File: src/rtl/uart_tx.sv
// 8N1 UART transmitter, LSB first, idles high; CLKS_PER_BIT clocks per bit.
// Define UART_TX_PARITY_EN to insert an even-parity bit between DATA and STOP.
module uart_tx #(
    parameter int CLKS_PER_BIT = 29
) (
    input  logic       clk,
    input  logic       rst_n,
    input  logic       tx_start,
    input  logic [7:0] tx_data,
    output logic       rs232,
    output logic       busy,
    output logic       done
);

    localparam int BAUD_W = (CLKS_PER_BIT > 2) ? $clog2(CLKS_PER_BIT) : 1;
    localparam logic [BAUD_W-1:0] BAUD_LAST = BAUD_W'(CLKS_PER_BIT - 1);

    // state | meaning: IDLE line high | START low bit | DATA lsb first | PARITY even | STOP high bit
    localparam logic [2:0] S_IDLE   = 3'd0;
    localparam logic [2:0] S_START  = 3'd1;
    localparam logic [2:0] S_DATA   = 3'd2;
`ifdef UART_TX_PARITY_EN
    localparam logic [2:0] S_PARITY = 3'd3;
`endif
    localparam logic [2:0] S_STOP   = 3'd4;

    logic [2:0]        state_q, state_d;
    logic [BAUD_W-1:0] baud_q, baud_d;
    logic [2:0]        bit_q, bit_d;
    logic [7:0]        shift_q, shift_d;
    logic              rs232_q, rs232_d;
    logic              busy_q, busy_d;
    logic              done_q, done_d;
    logic              armed_q;
    logic              baud_wrap;
`ifdef UART_TX_PARITY_EN
    logic              parity_q, parity_d;
`endif

    assign baud_wrap = (baud_q == BAUD_LAST);

    always_comb begin
        state_d = state_q;
        bit_d   = bit_q;
        shift_d = shift_q;
        rs232_d = rs232_q;
        busy_d  = busy_q;
        done_d  = 1'b0;
`ifdef UART_TX_PARITY_EN
        parity_d = parity_q;
`endif
        if (state_q == S_IDLE || baud_wrap) begin
            baud_d = '0;
        end else begin
            baud_d = baud_q + BAUD_W'(1);
        end

        case (state_q)
            S_IDLE: begin
                rs232_d = 1'b1;
                busy_d  = 1'b0;
                // armed_q keeps a request on the reset-release edge from being taken
                if (tx_start && armed_q) begin
                    shift_d = tx_data;
                    bit_d   = 3'd0;
                    state_d = S_START;
                    rs232_d = 1'b0;
                    busy_d  = 1'b1;
`ifdef UART_TX_PARITY_EN
                    parity_d = ^tx_data;
`endif
                end
            end
            S_START: begin
                if (baud_wrap) begin
                    state_d = S_DATA;
                    rs232_d = shift_q[0];
                end
            end
            S_DATA: begin
                if (baud_wrap) begin
                    shift_d = {1'b0, shift_q[7:1]};
                    if (bit_q == 3'd7) begin
`ifdef UART_TX_PARITY_EN
                        state_d = S_PARITY;
                        rs232_d = parity_q;
`else
                        state_d = S_STOP;
                        rs232_d = 1'b1;
`endif
                    end else begin
                        bit_d   = bit_q + 3'd1;
                        rs232_d = shift_q[1];
                    end
                end
            end
`ifdef UART_TX_PARITY_EN
            S_PARITY: begin
                if (baud_wrap) begin
                    state_d = S_STOP;
                    rs232_d = 1'b1;
                end
            end
`endif
            S_STOP: begin
                if (baud_wrap) begin
                    state_d = S_IDLE;
                    rs232_d = 1'b1;
                    busy_d  = 1'b0;
                    done_d  = 1'b1;
                end
            end
            default: begin
                state_d = S_IDLE;
                rs232_d = 1'b1;
                busy_d  = 1'b0;
            end
        endcase
    end

    always_ff @(posedge clk or negedge rst_n) begin
        if (!rst_n) begin
            state_q <= S_IDLE;
            baud_q  <= '0;
            bit_q   <= 3'd0;
            shift_q <= 8'd0;
            rs232_q <= 1'b1;
            busy_q  <= 1'b0;
            done_q  <= 1'b0;
            armed_q <= 1'b0;
        end else begin
            state_q <= state_d;
            baud_q  <= baud_d;
            bit_q   <= bit_d;
            shift_q <= shift_d;
            rs232_q <= rs232_d;
            busy_q  <= busy_d;
            done_q  <= done_d;
            armed_q <= 1'b1;
        end
    end

`ifdef UART_TX_PARITY_EN
    always_ff @(posedge clk or negedge rst_n) begin
        if (!rst_n) begin
            parity_q <= 1'b0;
        end else begin
            parity_q <= parity_d;
        end
    end
`endif

    assign rs232 = rs232_q;
    assign busy  = busy_q;
    assign done  = done_q;

endmodule

File: config.mk
export PLATFORM = sky130hd
export DESIGN_NAME = uart_tx
export DESIGN_NICKNAME = d
export VERILOG_FILES = /design/src/rtl/uart_tx.sv
export SDC_FILE = /design/constraint.sdc
export NUM_CORES = 1
export LEC_CHECK = 0
export CAP_MARGIN = 20
export CORE_MARGIN = 5
export CORE_UTILIZATION = 45
export DETAILED_ROUTE_END_ITERATION = 8
export PLACE_DENSITY_LB_ADDON = 0.08
export SKIP_LAST_GASP = 1
export SYNTH_ARGS = -nofsm -noshare
export SYNTH_HDL_FRONTEND = slang
export SYNTH_SLANG_ARGS = --single-unit
File: constraint.sdc
create_clock -name clk -period 5.4 [get_ports clk]
set_clock_uncertainty 0.05 [all_clocks]
set_input_delay 1.08 -clock clk [delete_from_list [all_inputs] [get_ports clk]]
set_output_delay 1.08 -clock clk [all_outputs]
set_load 0.05 [all_outputs]
; Word level (Yosys, flattened, before mapping)
; Index checks and enable logic that the tools add are counted.
[totals]
wordCells = 57
regBits = 23
output_inout_bits = 3
in_bits = 11
[classes]
n_eq_ne = 11
add_sub_neg = 2
n_mux = 25
bitwise = 1
n_reduce_logical = 10
[ops]
columns = op, count
row1 = two-way mux 3 bit, 8
row2 = two-way mux 8 bit, 2
row3 = case mux 8 bit (2 select lines), 1
row4 = case mux 3 bit (4 select lines), 1
row5 = inequality test 2 bit (second input constant), 5
row6 = two-way mux 1 bit, 9
row7 = equality test 3 bit (second input constant), 2
row8 = case mux 3 bit (2 select lines), 1
row9 = AND reduction 3 bit, 2
row10 = adder 5 x 1 -> 5 bit (second input constant), 1
row11 = equality test 5 bit (second input constant), 1
row12 = two-way mux 5 bit, 1
row13 = AND reduction 5 bit, 1
row14 = case mux 1 bit (4 select lines), 1
row15 = AND reduction 4 bit, 1
row16 = adder 3 x 1 -> 3 bit (second input constant), 1
row17 = equality test 3 x 1 -> 1 bit (second input constant), 1
row18 = equality test 3 x 2 -> 1 bit (second input constant), 1
row19 = logical NOT 3 bit, 1
row20 = case mux 1 bit (3 select lines), 1
row21 = inequality test 2 x 1 -> 1 bit (second input constant), 1
row22 = AND reduction 2 bit, 1
row23 = nonzero test 2 bit, 1
row24 = OR reduction 2 bit, 1
row25 = 3 further kinds, 3

; Logic depth before layout (Yosys ltp)
[depth]
word_depth = 4
depth_mapped = 6
depth_no_buf = 5

; Worst setup path after synthesis
; OpenSTA, ideal clock, no wires.
[synth_timing]
kind = input to register
start = input tx_start
end = register shift_q[0]
setup_time_ps = 123
path_slack_ps = 3460
arrival_time_ps = 1767
stages = 4
path_cell_list = nand2_1 or2_0 buf_6 o221a_1
[synth_via]
elab_chain_cells = 3
[synth_rtl]
columns = element, line
row1 = "start, declared", 8  ; input logic tx_start,
row2 = logical AND 1 bit, 63  ; if (tx_start && armed_q) begin
row3 = inequality test 2 x 1 -> 1 bit (no line), n/a
row4 = AND reduction 3 bit (no line), n/a
row5 = "end signal, assigned", 135  ; shift_q <= shift_d;
row6 = "end, declared", 30  ; logic [7:0] shift_q, shift_d;
; Every way passes these cells.
; A chain may end at the register's enable or synchronous reset.

; Worst setup path after layout
[layout_timing]
start = register rs232_q (netlist: rs232)
end = output rs232
[layout_lines]
columns = element, line
row1 = "start, declared", 31  ; logic rs232_q, rs232_d;
row2 = "start signal, assigned", 136  ; rs232_q <= rs232_d;
row3 = "end, declared", 10  ; output logic rs232,
; No word-level cell between the ends.

==> results.sh <==
export IMPL_dpl_cell_count=141
export IMPL_critPathMaxFanout=2
export IMPL_synth_cells=106
export IMPL_synth_common_cells="22 x dfrtp_1, 9 x or3_1, 7 x inv_1, 7 x o221a_1"
export IMPL_grt_pass1_vias=794
export IMPL_cp_start_kind="register"
export IMPL_max_stage_delay_ns=0.79
export IMPL_antenna_found_initial=0
export IMPL_power_mw=0.572
export IMPL_clock_sinks=23
export IMPL_setup_tns_ns=0
export IMPL_timing_critical_path_max_delay_family="buffers and inverters"
export IMPL_grt_max_degree=24
export IMPL_fmax_mhz=359
export IMPL_gp_congestion=0.702
export IMPL_post_route_period_util_pct=51.6
export IMPL_yosysWarnings=0
export IMPL_cts_hold_buf=0
export IMPL_synth_top_area_share_pct=48.0
export IMPL_endpoint_kind="output port"
export IMPL_drc=0
export IMPL_grtUsageTotal_pct=13.2
export IMPL_synthSimpleGateAreaFrac_pct=16.2
export IMPL_muxShareOfSynthArea_pct=4.48
export IMPL_dp_hpwl_mm=1.43
export IMPL_die_x_um=60.5
export IMPL_overflow=0
export IMPL_cts_setup_buffers=0
export IMPL_area_growth_pct=14.2
export IMPL_rr_startpoint="baud_q[0]"
export IMPL_cts_inserted_buffers=3
export IMPL_insertion_delay_ns=0.31
export IMPL_ys_flop_type="dfrtp_1"
export IMPL_htreeDepth=1
export IMPL_met3_length_um=102
export IMPL_path_cells="clkdlybuf4s50_1"
export IMPL_synth_top_family_by_area="simple AND/OR/NAND/NOR gates"
export IMPL_finish_utilization_pct=53.3
export IMPL_path_class="register to output port"
export IMPL_wl_met2_um=916
export IMPL_power_density_nw_per_um2=437
export IMPL_syn_nets=121
export IMPL_initial_core_util_pct=46.7
export IMPL_hold_path_startpoint="bit_q[0]"
export IMPL_wl_mm=2.11
export IMPL_synthesis_area_um2=1150
export IMPL_hold_viol=0
export IMPL_dieArea_um2=3660
export IMPL_maxSlewViolCount=0
export IMPL_cts_tree="built"
export IMPL_clockRootBuffer="clkbuf_4"
export IMPL_via_count=807
export IMPL_top_layer_used="met4"
export IMPL_p_leak_nw=0.576
export IMPL_rows=18
export IMPL_synth_compound_area_share_pct=15.6
export IMPL_fin_cells=146
export IMPL_die_h_um=60.5
export IMPL_critPathBufInv=1
export IMPL_setup_violations=0
export IMPL_synth_top_cell_by_area="dfrtp_1"
export IMPL_arrival_ns=1.65
export IMPL_grt_pass1_wl_mm=3.61
export IMPL_wl_met1_mm=1.06
export IMPL_hp_class="register to register"
export IMPL_worst_slew_margin_rel_pct=63.8
export IMPL_io_buffers=13
export IMPL_core_area_um2=2450
export IMPL_synth_cell_types=34
export IMPL_ys_ff_latch=23
export IMPL_status="finished clean"
export IMPL_drt_iter0_drc=15
export IMPL_drive_gt1_share_pct=6.03
export IMPL_ctsResizeCount=0
export IMPL_cp_startpoint="rs232"
export IMPL_avgSynthCellArea_um2=10.8
export IMPL_async_reset_ff_share_pct=100
export IMPL_viasPerCell=5.53
export IMPL_wl_per_cell_um=14.5
export IMPL_synth_area_leaders="dfrtp_1 48%, o221a_1 6.9%, or3_1 4.9%, ha_1 4.4%, mux2i_1 3.5%"
export IMPL_cts_buffer_depth=2
export IMPL_yosysSeqAreaShare_pct=50.3
export IMPL_ant_nets=0
export IMPL_cap_violations=0
export IMPL_diodes=0
export IMPL_ir_drop_mv=0.273
export IMPL_tightest_slew_ns=0.542
export IMPL_ios=14
export IMPL_clkTransAtPathRegs_ns=0.13
export IMPL_yosysMostFrequentCell="dfrtp_1"
export IMPL_synthAdderAreaFrac_pct=4.37
export IMPL_synth_edff_count=0
export IMPL_finalCriticalPeriod_ns=2.78
export IMPL_required_ns=4.27
export IMPL_crit_path_top_delay_cell="clkdlybuf4s50_1"
export IMPL_final_nets=132
export IMPL_yosys_area_share_xor_xnor_pct=2.29
export IMPL_dr_pass1_iters=4
export IMPL_rsz0062_at_grt="false"
[per-layer routing]
layer  vias up  GRT usage, %
li1        404             -
met1       387          19.1
met2        12          19.4
met3         4          2.77
met4         0          4.64
met5         -             0
[sequential cells by signal (all words and copies together), names as in the netlist]
name,count
state_q,3
rs232,1
busy,1
bit_q,3
baud_q,5
shift_q,8
armed_q,1
done,1
[worst paths after layout]
path,to,slack (ns),cells past startpoint
setup / recovery,rs232,2.62,1
hold / removal,bit_q[0],0.44,1
setup reg to reg,shift_q[2],3.26,5
hold reg to reg,bit_q[0],0.44,1
max in group asynchronous,rs232,3.73,2
min in group asynchronous,state_q[0],1.03,1
[metrics by stage]
stage          worst slack, ns  instance area, um^2  hold WS, ns
2_1_floorplan             3.46                 1150        0.395
3_3_place_gp              2.85                 1270        0.423
3_5_place_dp              2.81                 1270        0.428
4_1_cts                   2.61                 1290        0.445
5_1_grt                   2.58                 1310        0.460
6_report                  2.62                 1310        0.445
[where the power goes]
group | internal (mW) | leakage, nW | switching, mW
clock network | 0.0277 | 0.0177 | 0.0539
registers | 0.242 | 0.276 | 0.0537
logic | 0.0984 | 0.282 | 0.0956
[layout by cell type (no fill, tap or decap), types with 2 or more instances in the layout]
cell type and count:
o21ai_0 5, dfrtp_1 22, ha_1 4, inv_1 7
a21oi_1 2, nand2_1 4, a211oi_1 2, nor2_1 5
o221a_1 7, nor2b_1 2, clkbuf_4 3, nand3_1 4
or3_1 9, mux2i_1 4, o22ai_1 2, xor2_1 2
and3_1 2, clkdlybuf4s50_1 13
[final cells by class]
type | count | area, um^2
Multi-Input combinational cell | 68 | 495
Clock inverter | 1 | 5.00
Tap cell | 30 | 37.5
Clock buffer | 3 | 22.5
Sequential cell | 23 | 577
Fill cell | 231 | 1150
Inverter | 7 | 26.3
Timing Repair Buffer | 14 | 145
[logic make-up (layout without fill, tap and decap cells)]
family	after synthesis	in the layout
compound gates	22	22
xor+xnor	3	3
fa+ha+maj	4	4
buf+inv	15	25
flops	23	23
mux	5	5
other cells	1	1
simple gates	33	33
Note: power is estimated with default switching activity, not from simulation.
